[config.mk]
export PLATFORM = sky130hd
export DESIGN_NAME = qif_neuron_param_flat
export DESIGN_NICKNAME = d
export VERILOG_FILES = /design/src/rtl/qif_neuron_param_if.sv /design/src/rtl/qif_neuron_param.sv /design/src/flat_wrapper.sv
export SDC_FILE = /design/constraint.sdc
export NUM_CORES = 1
export LEC_CHECK = 0
export CAP_MARGIN = 0
export CORE_ASPECT_RATIO = 0.8
export CORE_MARGIN = 2
export CORE_UTILIZATION = 51
export CTS_BUF_LIST = sky130_fd_sc_hd__clkbuf_8 sky130_fd_sc_hd__clkbuf_16
export CTS_CLUSTER_SIZE = 12
export DETAILED_ROUTE_END_ITERATION = 8
export HOLD_SLACK_MARGIN = 0.1
export PLACE_DENSITY_LB_ADDON = 0.2
export SYNTH_ARGS = -nofsm -noshare
export SYNTH_HDL_FRONTEND = slang
export SYNTH_SLANG_ARGS = --single-unit
[constraint.sdc]
create_clock -name clk -period 11.47 [get_ports clk]
set_input_delay 2.294 -clock clk [delete_from_list [all_inputs] [get_ports clk]]
set_output_delay 2.294 -clock clk [all_outputs]
set_load 0.05 [all_outputs]
[src/rtl/qif_neuron_param_if.sv]
// Bus between a synaptic-current source and one QIF neuron.
// The source (master) drives the step strobe, current and gain; the neuron
// (slave) returns membrane voltage, spike pulse, refractory flag and count.
interface qif_neuron_param_if #(
  parameter int WIDTH   = 8,
  parameter int COUNT_W = 16
);
  logic                      step_en;
  logic signed [WIDTH-1:0]   I_syn;
  logic [7:0]                gain;
  logic signed [WIDTH-1:0]   V_mem;
  logic                      spike;
  logic                      refractory;
  logic [COUNT_W-1:0]        spike_count;

  modport master (
    output step_en, I_syn, gain,
    input  V_mem, spike, refractory, spike_count
  );

  modport slave (
    input  step_en, I_syn, gain,
    output V_mem, spike, refractory, spike_count
  );
endinterface

[src/rtl/qif_neuron_param.sv]
// Parametrised quadratic integrate-and-fire neuron.
// Each step_en strobe integrates V' = V + ((V*V*gain) >> GAIN_SHIFT) + I_syn
// at full precision, fires when the unsaturated sum reaches V_PEAK, then
// optionally holds V at V_RESET for REFRAC further strobes.
module qif_neuron_param #(
  parameter int WIDTH      = 8,
  parameter int GAIN_SHIFT = 7,
  parameter int V_PEAK     = 50,
  parameter int V_RESET    = -20,
  parameter int V_INIT     = 0,
  parameter int REFRAC     = 2,
  parameter int COUNT_W    = 16
) (
  input  logic               clk,
  input  logic               reset,
  qif_neuron_param_if.slave  bus
);

  // Internal widths: square, scaled square, and the full-precision sum that
  // can never overflow for any V, I_syn and gain.
  localparam int SQ_W  = 2 * WIDTH;
  localparam int Q_W   = SQ_W + 8;
  localparam int SUM_W = SQ_W + 10;
  localparam int RC_W  = (REFRAC > 0) ? $clog2(REFRAC + 1) : 1;

  localparam logic signed [WIDTH-1:0] V_RESET_W = WIDTH'(V_RESET);
  localparam logic signed [WIDTH-1:0] V_INIT_W  = WIDTH'(V_INIT);
  localparam logic signed [WIDTH-1:0] V_MAX_W   = {1'b0, {(WIDTH-1){1'b1}}};
  localparam logic signed [WIDTH-1:0] V_MIN_W   = {1'b1, {(WIDTH-1){1'b0}}};

  localparam logic signed [SUM_W-1:0] PEAK_S    = SUM_W'(V_PEAK);
  localparam logic signed [SUM_W-1:0] SAT_MAX_S = {{(SUM_W-WIDTH+1){1'b0}}, {(WIDTH-1){1'b1}}};
  localparam logic signed [SUM_W-1:0] SAT_MIN_S = {{(SUM_W-WIDTH+1){1'b1}}, {(WIDTH-1){1'b0}}};

  localparam logic [RC_W-1:0]    REFRAC_LOAD = RC_W'(REFRAC);
  localparam logic [RC_W-1:0]    RC_ONE      = RC_W'(1);
  localparam logic [COUNT_W-1:0] COUNT_ONE   = COUNT_W'(1);

  typedef enum logic {
    ST_INTEGRATE = 1'b0,
    ST_REFRAC    = 1'b1
  } state_t;

  state_t                    state_q, state_d;
  logic signed [WIDTH-1:0]   v_mem_q, v_mem_d;
  logic                      spike_q, spike_d;
  logic                      refractory_q, refractory_d;
  logic [RC_W-1:0]           refrac_cnt_q, refrac_cnt_d;
  logic [COUNT_W-1:0]        spike_count_q, spike_count_d;

  logic signed [SQ_W-1:0]    v_ext;
  logic signed [SQ_W-1:0]    sq_s;
  logic [SQ_W-1:0]           sq;
  logic [Q_W-1:0]            prod;
  logic [Q_W-1:0]            q;
  logic signed [SUM_W-1:0]   sum;
  logic                      crossed;
  logic signed [WIDTH-1:0]   v_sat;

  // Quadratic update at full precision; V*V is always non-negative and fits
  // in 2*WIDTH bits, so the scaled term is shifted logically.
  always_comb begin
    v_ext   = {{WIDTH{v_mem_q[WIDTH-1]}}, v_mem_q};
    sq_s    = v_ext * v_ext;
    sq      = $unsigned(sq_s);
    prod    = {8'd0, sq} * {{SQ_W{1'b0}}, bus.gain};
    q       = prod >> GAIN_SHIFT;
    sum     = $signed({2'b00, q})
            + $signed({{(SUM_W-WIDTH){v_mem_q[WIDTH-1]}}, v_mem_q})
            + $signed({{(SUM_W-WIDTH){bus.I_syn[WIDTH-1]}}, bus.I_syn});
    crossed = (sum >= PEAK_S);
    if (sum > SAT_MAX_S) begin
      v_sat = V_MAX_W;
    end else if (sum < SAT_MIN_S) begin
      v_sat = V_MIN_W;
    end else begin
      v_sat = sum[WIDTH-1:0];
    end
  end

  // Next-state decision: hold when not stepping, integrate or fire in
  // INTEGRATE, count down the hold period in REFRAC.
  always_comb begin
    state_d       = state_q;
    v_mem_d       = v_mem_q;
    spike_d       = 1'b0;
    refractory_d  = refractory_q;
    refrac_cnt_d  = refrac_cnt_q;
    spike_count_d = spike_count_q;
    if (bus.step_en) begin
      case (state_q)
        ST_INTEGRATE: begin
          if (crossed) begin
            v_mem_d       = V_RESET_W;
            spike_d       = 1'b1;
            spike_count_d = spike_count_q + COUNT_ONE;
            if (REFRAC > 0) begin
              state_d      = ST_REFRAC;
              refrac_cnt_d = REFRAC_LOAD;
              refractory_d = 1'b1;
            end
          end else begin
            v_mem_d = v_sat;
          end
        end
        ST_REFRAC: begin
          v_mem_d = V_RESET_W;
          if (refrac_cnt_q <= RC_ONE) begin
            state_d      = ST_INTEGRATE;
            refrac_cnt_d = '0;
            refractory_d = 1'b0;
          end else begin
            refrac_cnt_d = refrac_cnt_q - RC_ONE;
          end
        end
        default: begin
          state_d      = ST_INTEGRATE;
          refrac_cnt_d = '0;
          refractory_d = 1'b0;
        end
      endcase
    end
  end

  // All neuron state, with reset returning immediately to the initial values.
  always_ff @(posedge clk or posedge reset) begin
    if (reset) begin
      state_q       <= ST_INTEGRATE;
      v_mem_q       <= V_INIT_W;
      spike_q       <= 1'b0;
      refractory_q  <= 1'b0;
      refrac_cnt_q  <= '0;
      spike_count_q <= '0;
    end else begin
      state_q       <= state_d;
      v_mem_q       <= v_mem_d;
      spike_q       <= spike_d;
      refractory_q  <= refractory_d;
      refrac_cnt_q  <= refrac_cnt_d;
      spike_count_q <= spike_count_d;
    end
  end

  assign bus.V_mem       = v_mem_q;
  assign bus.spike       = spike_q;
  assign bus.refractory  = refractory_q;
  assign bus.spike_count = spike_count_q;

endmodule

[src/flat_wrapper.sv]
// flat-port wrapper written by rule: the top's interface ports become plain ports
module qif_neuron_param_flat 
#(
  parameter int WIDTH      = 8,
  parameter int GAIN_SHIFT = 7,
  parameter int V_PEAK     = 50,
  parameter int V_RESET    = -20,
  parameter int V_INIT     = 0,
  parameter int REFRAC     = 2,
  parameter int COUNT_W    = 16
)
  (clk, reset, bus_step_en, bus_I_syn, bus_gain, bus_V_mem, bus_spike, bus_refractory, bus_spike_count);
  qif_neuron_param_if #(.WIDTH(WIDTH), .COUNT_W(COUNT_W)) bus_i ();
  input  logic clk;
  input  logic reset;
  input wire logic [$bits(bus_i.step_en)-1:0] bus_step_en;
  input wire logic [$bits(bus_i.I_syn)-1:0] bus_I_syn;
  input wire logic [$bits(bus_i.gain)-1:0] bus_gain;
  output wire logic [$bits(bus_i.V_mem)-1:0] bus_V_mem;
  output wire logic [$bits(bus_i.spike)-1:0] bus_spike;
  output wire logic [$bits(bus_i.refractory)-1:0] bus_refractory;
  output wire logic [$bits(bus_i.spike_count)-1:0] bus_spike_count;
  assign bus_i.step_en = bus_step_en;
  assign bus_i.I_syn = bus_I_syn;
  assign bus_i.gain = bus_gain;
  assign bus_V_mem = bus_i.V_mem;
  assign bus_spike = bus_i.spike;
  assign bus_refractory = bus_i.refractory;
  assign bus_spike_count = bus_i.spike_count;
  qif_neuron_param #(.WIDTH(WIDTH), .GAIN_SHIFT(GAIN_SHIFT), .V_PEAK(V_PEAK), .V_RESET(V_RESET), .V_INIT(V_INIT), .REFRAC(REFRAC), .COUNT_W(COUNT_W)) u_core (.clk(clk), .reset(reset), .bus(bus_i));
endmodule
# After elaboration in Yosys (flattened, before gate mapping)
# Index checks and enable logic that the tools add are counted.
word_totals:
  ff_bits: 29
  ram_bits: 0
  output_inout_bits: 26
  romBits: 0
  wordCells: 37
  n_memories: 0
  input_bits: 19
  latchBits: 0
op_classes:
  n_bitwise: 1
  order_cmp: 4
  addsub: 4
  n_mux: 15
  n_eq_ne: 2
  n_shift: 0
  multipliers: 2
  reduce_logical: 3
  div_mod_pow: 0
op_table:
  columns: ["cell", "count"]
  rows:
  - ["$ge 26x7->1 const B", 1]
  - ["$gt 26x8->1 const B", 1]
  - ["$lt 26x8->1 const B", 1]
  - ["$mul 16x8->24", 1]
  - ["$mux 8", 3]
  - ["$add 19x8->20", 1]
  - ["$add 18x8->19", 1]
  - ["$add 16x1->16 const B", 1]
  - ["$mul 8x8->16", 1]
  - ["$pmux 8 s2", 1]
  - ["$mux 1", 6]
  - ["$reduce_and 3->1", 2]
  - ["$mux 2", 2]
  - ["$pmux 1 s2", 2]
  - ["$pmux 2 s2", 1]
  - ["$le 2x1->1 const B", 1]
  - ["$ne 2x1->1 const B", 1]
  - ["$ne 2x2->1 const B", 1]
  - ["$reduce_and 2->1", 1]
  - ["$sub 2x1->2 const B", 1]
  - ["$not 1->1", 1]

# Logic depth before layout (Yosys ltp)
logic_depth:
  ltp_word: 9
  mapped_depth: 48
  mapped_depth_nobuf: 46

# Least setup slack after synthesis
# Ideal clock, no wire load.
synth_path:
  path_type: "register to register"
  start: "reg u_core.v_mem_q[7], in the netlist u_core.bus.V_mem[7]"
  end: "reg u_core.spike_count_q[8], in the netlist u_core.bus.spike_count[8]"
  stages_incl_launch_ff: 42
  setup_ns: 0.145
  slack_ns: -0.463
  path_buffers: 1
  period_less_slack_ns: 11.933
  t_arrival_ns: 11.788
  required_time_ns: 11.325
  cell_sequence: "dfrtp_1 clkinv_1 nor2_1 inv_1 fa_1 fa_1 fa_1 inv_1 fa_1 ha_1 inv_1 o21bai_1 a21oi_1 or4b_2 o2111ai_1 nand2_1 fa_1 inv_1 [6 not listed] a21o_1 a21o_1 a41oi_1 o211a_1 nor3_1 xnor2_1 fa_1 ha_1 o21ba_2 o211a_1 a311oi_1 a21boi_0 xor2_1 nor2_1 and4_4 buf_6 nor4_1 xor2_1"
synth_via:
  elab_chain_len: 6
synth_rtl:
  columns: ["item", "line_no", "source"]
  rows:
  - ["start, declared", "qif_neuron_param.sv:45", "logic signed [WIDTH-1:0] v_mem_q, v_mem_d;"]
  - ["start signal, assigned", "qif_neuron_param.sv:136", "v_mem_q <= v_mem_d;"]
  - ["$mul 8x8->16", "qif_neuron_param.sv:64", "sq_s = v_ext * v_ext;"]
  - ["$mul 16x8->24", "qif_neuron_param.sv:66", "prod = {8'd0, sq} * {{SQ_W{1'b0}}, bus.gain};"]
  - ["$add 18x8->19 (*)", "qif_neuron_param.sv:69", "+ $signed({{(SUM_W-WIDTH){v_mem_q[WIDTH-1]}}, v_mem_q})"]
  - ["$add 19x8->20 (*)", "qif_neuron_param.sv:70", "+ $signed({{(SUM_W-WIDTH){bus.I_syn[WIDTH-1]}}, bus.I_syn});"]
  - ["$ge 26x7->1 (*)", "qif_neuron_param.sv:71", "crossed = (sum >= PEAK_S);"]
  - ["$reduce_and 3->1 (no line) (*)", null, null]
  - ["end signal, assigned", "qif_neuron_param.sv:140", "spike_count_q <= spike_count_d;"]
  - ["end, declared", "qif_neuron_param.sv:49", "logic [COUNT_W-1:0] spike_count_q, spike_count_d;"]
# Every way passes the cells marked *; elsewhere a longest branch is shown, timed or not.
# A chain may end at the register's enable or synchronous reset.

# Worst setup path after layout
layout_path:
  start: "reg u_core.v_mem_q[4], in the netlist u_core.bus.V_mem[4]"
  end: "reg u_core.spike_count_q[7], in the netlist u_core.bus.spike_count[7]"
# The elaborated chain is that of the path after synthesis.

==> flow_results.org <==
** Setup path
- Arrival time at the worst endpoint :: around 11000 ps
- Of all nets on the critical path, the largest fanout is 8.
- In this run the critical register-to-register path is launched from u_core.bus.V_mem[4]$_DFFE_PP0P_.
- Worst setup path startpoint :: u_core.bus.V_mem[4]$_DFFE_PP0P_
- Crit path capture :: u_core.bus.spike_count[7]$_DFFE_PP0P_
- The critical path is of the reg2reg type.
- In this design, the stage delay of the slowest critical-path cell is around 540 ps.
- The setup check on the worst reg-to-reg path leaves a slack of between 400 and 500 ps.
- STA classifies the critical path endpoint as a flop.
- Depth of the worst register-to-register path :: 44
- The slowest stage of the critical path belongs to the cell fa_1.
- CP Launch Type :: flop
- Data on the critical path is required at its endpoint by between 10000 and 15000 ps.
- Worst reg2reg endpoint :: u_core.bus.spike_count[7]$_DFFE_PP0P_
- Cell seen most often among critical-path stages :: fa_1

** Synth
- The synthesized design contains 0 enable-type register cells.
- Syn_nets :: ~1200
- After synthesis the netlist holds a flip-flop and latch count of 29.
- Averaged over all synthesized cells, the footprint is between 8 and 9 um^2.
- Warnings, synthesis :: 0
- Yosys mapped the design onto 70 distinct sky130hd cell types.
- For this run, asynchronously set or reset flops after synthesis account for 100%.
- For this run, the register share of the synthesized area comes to roughly 8.5%.
- Synthesized area :: 8510 um^2
- Most used flip-flop cell after synthesis :: dfrtp_1
- Syn Inst Count :: around 960

** Floorplanning
- Core Area :: about 16000 um^2
- For this configuration, the core starts out at a cell density of 51.7%.
- The floorplan step set the die width to around 150 um.
- # IOs :: 45
- The die is roughly 120 um tall.
- Die Outline Area :: between 15000 and 20000 um^2
- Number of placement rows :: 42

** STA
- The hold violation total from the final report came to 0.
- For the pin with the worst max-slew slack, the measured transition is 1090 ps.
- Upper clock frequency limit :: around 0.091 GHz
- The worst path needs 11030 ps of the cycle, external delays included.
- Clock skew after layout :: 1.45 ps
- Final setup fails :: 0
- Total count of max-transition violations in the final report :: 0
- Measured against its own limit, the worst slew margin works out to a little over a quarter.
- In the finished design, the share of the clock period the worst path needs comes to between 90% and 100%.

** Layout
- Diode insertion count for antenna repair :: 0
- Fraction of layout instances using a drive strength above 1 :: 11.4%
- Net count of the finished layout :: 1284
- Leaving out fill and tap cells, the most frequent cell in the layout is inv_1.
- Commonest cells after routing, fill and taps aside :: 192 x inv_1, 139 x fa_1, 82 x ha_1
- Relative to the synthesized area, the layout overhead comes to 17.2%.
- Measured on the finished design, the core utilization comes to 60.6%.

** GRT
- Antenna violations before repair :: 0
- Largest net degree at the start of global routing :: 30
- Total routing usage reported by global routing :: 23.1%
- The first global-routing pass estimated 33.5 mm of wire.
- Overall overflow remaining after global route :: 0
- The number of global-route vias before repair came to a little under 7000.

** CTS
- Clock tree synthesis found a total of 29 sinks.
- The later pin in the worst-skew pair is clocked with a latency of about 270 ps.
- Number of hold buffers added after CTS :: 0
- The tree is rooted in a clkbuf_16.
- Buffers inserted during clock tree synthesis total 5.
- After clock tree synthesis, the clock-pin slew on the worst setup and hold paths is 50 ps.
- The clock tree synthesis step divided the H-tree into 2 levels.
- CTS tree :: done
- Maximum buffer depth of the clock tree :: 2

** Job
- Max-cap violation count :: 0

** Outcome
- The flow ran to the end, and the final reports show no timing, DRC or antenna violations.

** Placement
- Summed over all nets, the half-perimeter wirelength after detailed placement is around 16 mm.
- Final GP Congestion :: between 0.9 and 1
- Count of buffers from port buffering :: 44

** Detailed routing
- In the final routed layout, each cell accounts on average for about 16 um.
- Vias :: ~6700
- Vias per inst :: between 5 and 6
- The first detailed-routing pass ran for 5 iterations.
- Drt first-iter violations :: between 400 and 500
- Count of nets left with antenna violations after detail routing :: 0
- Summed over all layers, the routed wires come to between 15 and 20 mm.
- In the routed design, unresolved DRC markers number 0.

** Worst hold path
- Number of cells traversed by the worst hold path :: 1
- Worst hold path class :: reg2reg
-- per-layer routing --
layer  vias up  wire, um  track usage [%]  share of wire, %
met1      3367      9560             35.4                48
met2       134      9260             37.4                47
li1       3236         -                -                 -
met3        11       952             1.98               4.8
met5         -         0                0                 0
met4         0        91             1.73              0.46
-- synth_stat cells (5+ instances only) --
cell        n  area share, %
inv_1     195            8.6
nand3_1    19            1.1
xnor2_1    30            3.1
o211ai_1    6           0.53
nand2_1    77            3.4
o21a_1      6           0.53
dfrtp_1    29            8.5
o21bai_1    7           0.62
and3_1      9           0.66
clkbuf_1   14           0.62
nand2b_1    8           0.59
nor2_1     45            2.0
a21oi_1    31            1.8
fa_1      139             33
nor3_1     20            1.2
a31oi_1     7           0.51
nor4_2      5           0.74
o21ai_0    17            1.0
ha_1       90             13
nand4_1    10           0.74
nor2b_1    10           0.74
and2_1     67            4.9
a21o_1     17            1.5
xor2_1     32            3.3
or3_1       5           0.37
-- worst max-delay path, delay by kind of cell (launching register included) --
kind / cells / cell delay (ps)
fa+ha+maj: 12 / 4960
compound gates: 16 / 3270
simple gates: 6 / 1240
xor+xnor: 3 / 550
buf+inv: 7 / 470
flops: 1 / 460
-- how the worst min path moves through the flow --
stage	startpoint	slack, ps	endpoint
2_1_floorplan	u_core.refrac_cnt_q[1]$_DFFE_PP0P_	510	u_core.refrac_cnt_q[1]$_DFFE_PP0P_
3_3_place_gp	u_core.bus.spike_count[15]$_DFFE_PP0P_	460	u_core.bus.spike_count[15]$_DFFE_PP0P_
3_5_place_dp	u_core.bus.spike_count[9]$_DFFE_PP0P_	480	u_core.bus.spike_count[9]$_DFFE_PP0P_
4_1_cts	u_core.bus.spike_count[9]$_DFFE_PP0P_	490	u_core.bus.spike_count[9]$_DFFE_PP0P_
5_1_grt	u_core.bus.spike_count[9]$_DFFE_PP0P_	520	u_core.bus.spike_count[9]$_DFFE_PP0P_
6_report	u_core.bus.spike_count[9]$_DFFE_PP0P_	500	u_core.bus.spike_count[9]$_DFFE_PP0P_
-- cell type report --
| type | count | area (um^2) |
|---|---|---|
| sequential | 29 | 732 |
| tap | 220 | 275 |
| timing repair buffer | 83 | 766 |
| multi-input combinational | 718 | 7270 |
| clock buffer | 6 | 139 |
| fill | 1420 | 6470 |
| inverter | 199 | 758 |
| clock inverter | 2 | 33.8 |
-- kinds of logic (layout without fill, tap and decap cells) --
family / Yosys count / after routing / synth area share [%]
adders and majority gates: 229 / 229 / 45.9
xor gates and xnor gates: 62 / 62 / 6.38
muxes: 2 / 2 / 0.250
and+or+nand+nor: 289 / 292 / 18.0
buffers and inverters: 218 / 290 / 9.81
DFF: 29 / 29 / 8.53
AOI/OAI and AO/OA: 133 / 133 / 11.1
-- registers in the layout, summed over array words and instances (netlist names) --
name,count
u_core.bus.spike_count,16
u_core.refrac_cnt_q,2
u_core.bus.spike,1
u_core.bus.V_mem,8
u_core.state_q,1
u_core.bus.refractory,1
-- stage by stage --
step / setup slack, ps / hold slack [ps] / cells / area [um^2] / TNS [ps]
6_report: 444 / 498 / 1257 / 9970 / 0
3_3_place_gp: 182 / 464 / 1236 / 9360 / 0
5_1_grt: -97.9 / 522 / 1257 / 9970 / -988
3_5_place_dp: -22.2 / 483 / 1236 / 9360 / -22.2
2_1_floorplan: 224 / 515 / 962 / 8510 / 0
4_1_cts: 71.0 / 493 / 1244 / 9530 / 0
-- what timing repair did --
| action | CTS | global route |
|---|---|---|
| setup buffers | 0 | 10 |
| cloned | 0 | 3 |
| endpoints found under the setup margin | 2 | 29 |
| gates resized for setup | 2 | 66 |
| pin swaps | 0 | 16 |
Power is left out: the tool's default activity adds up to more than one toggle a clock period on the data nets, which glitch-free logic cannot reach.
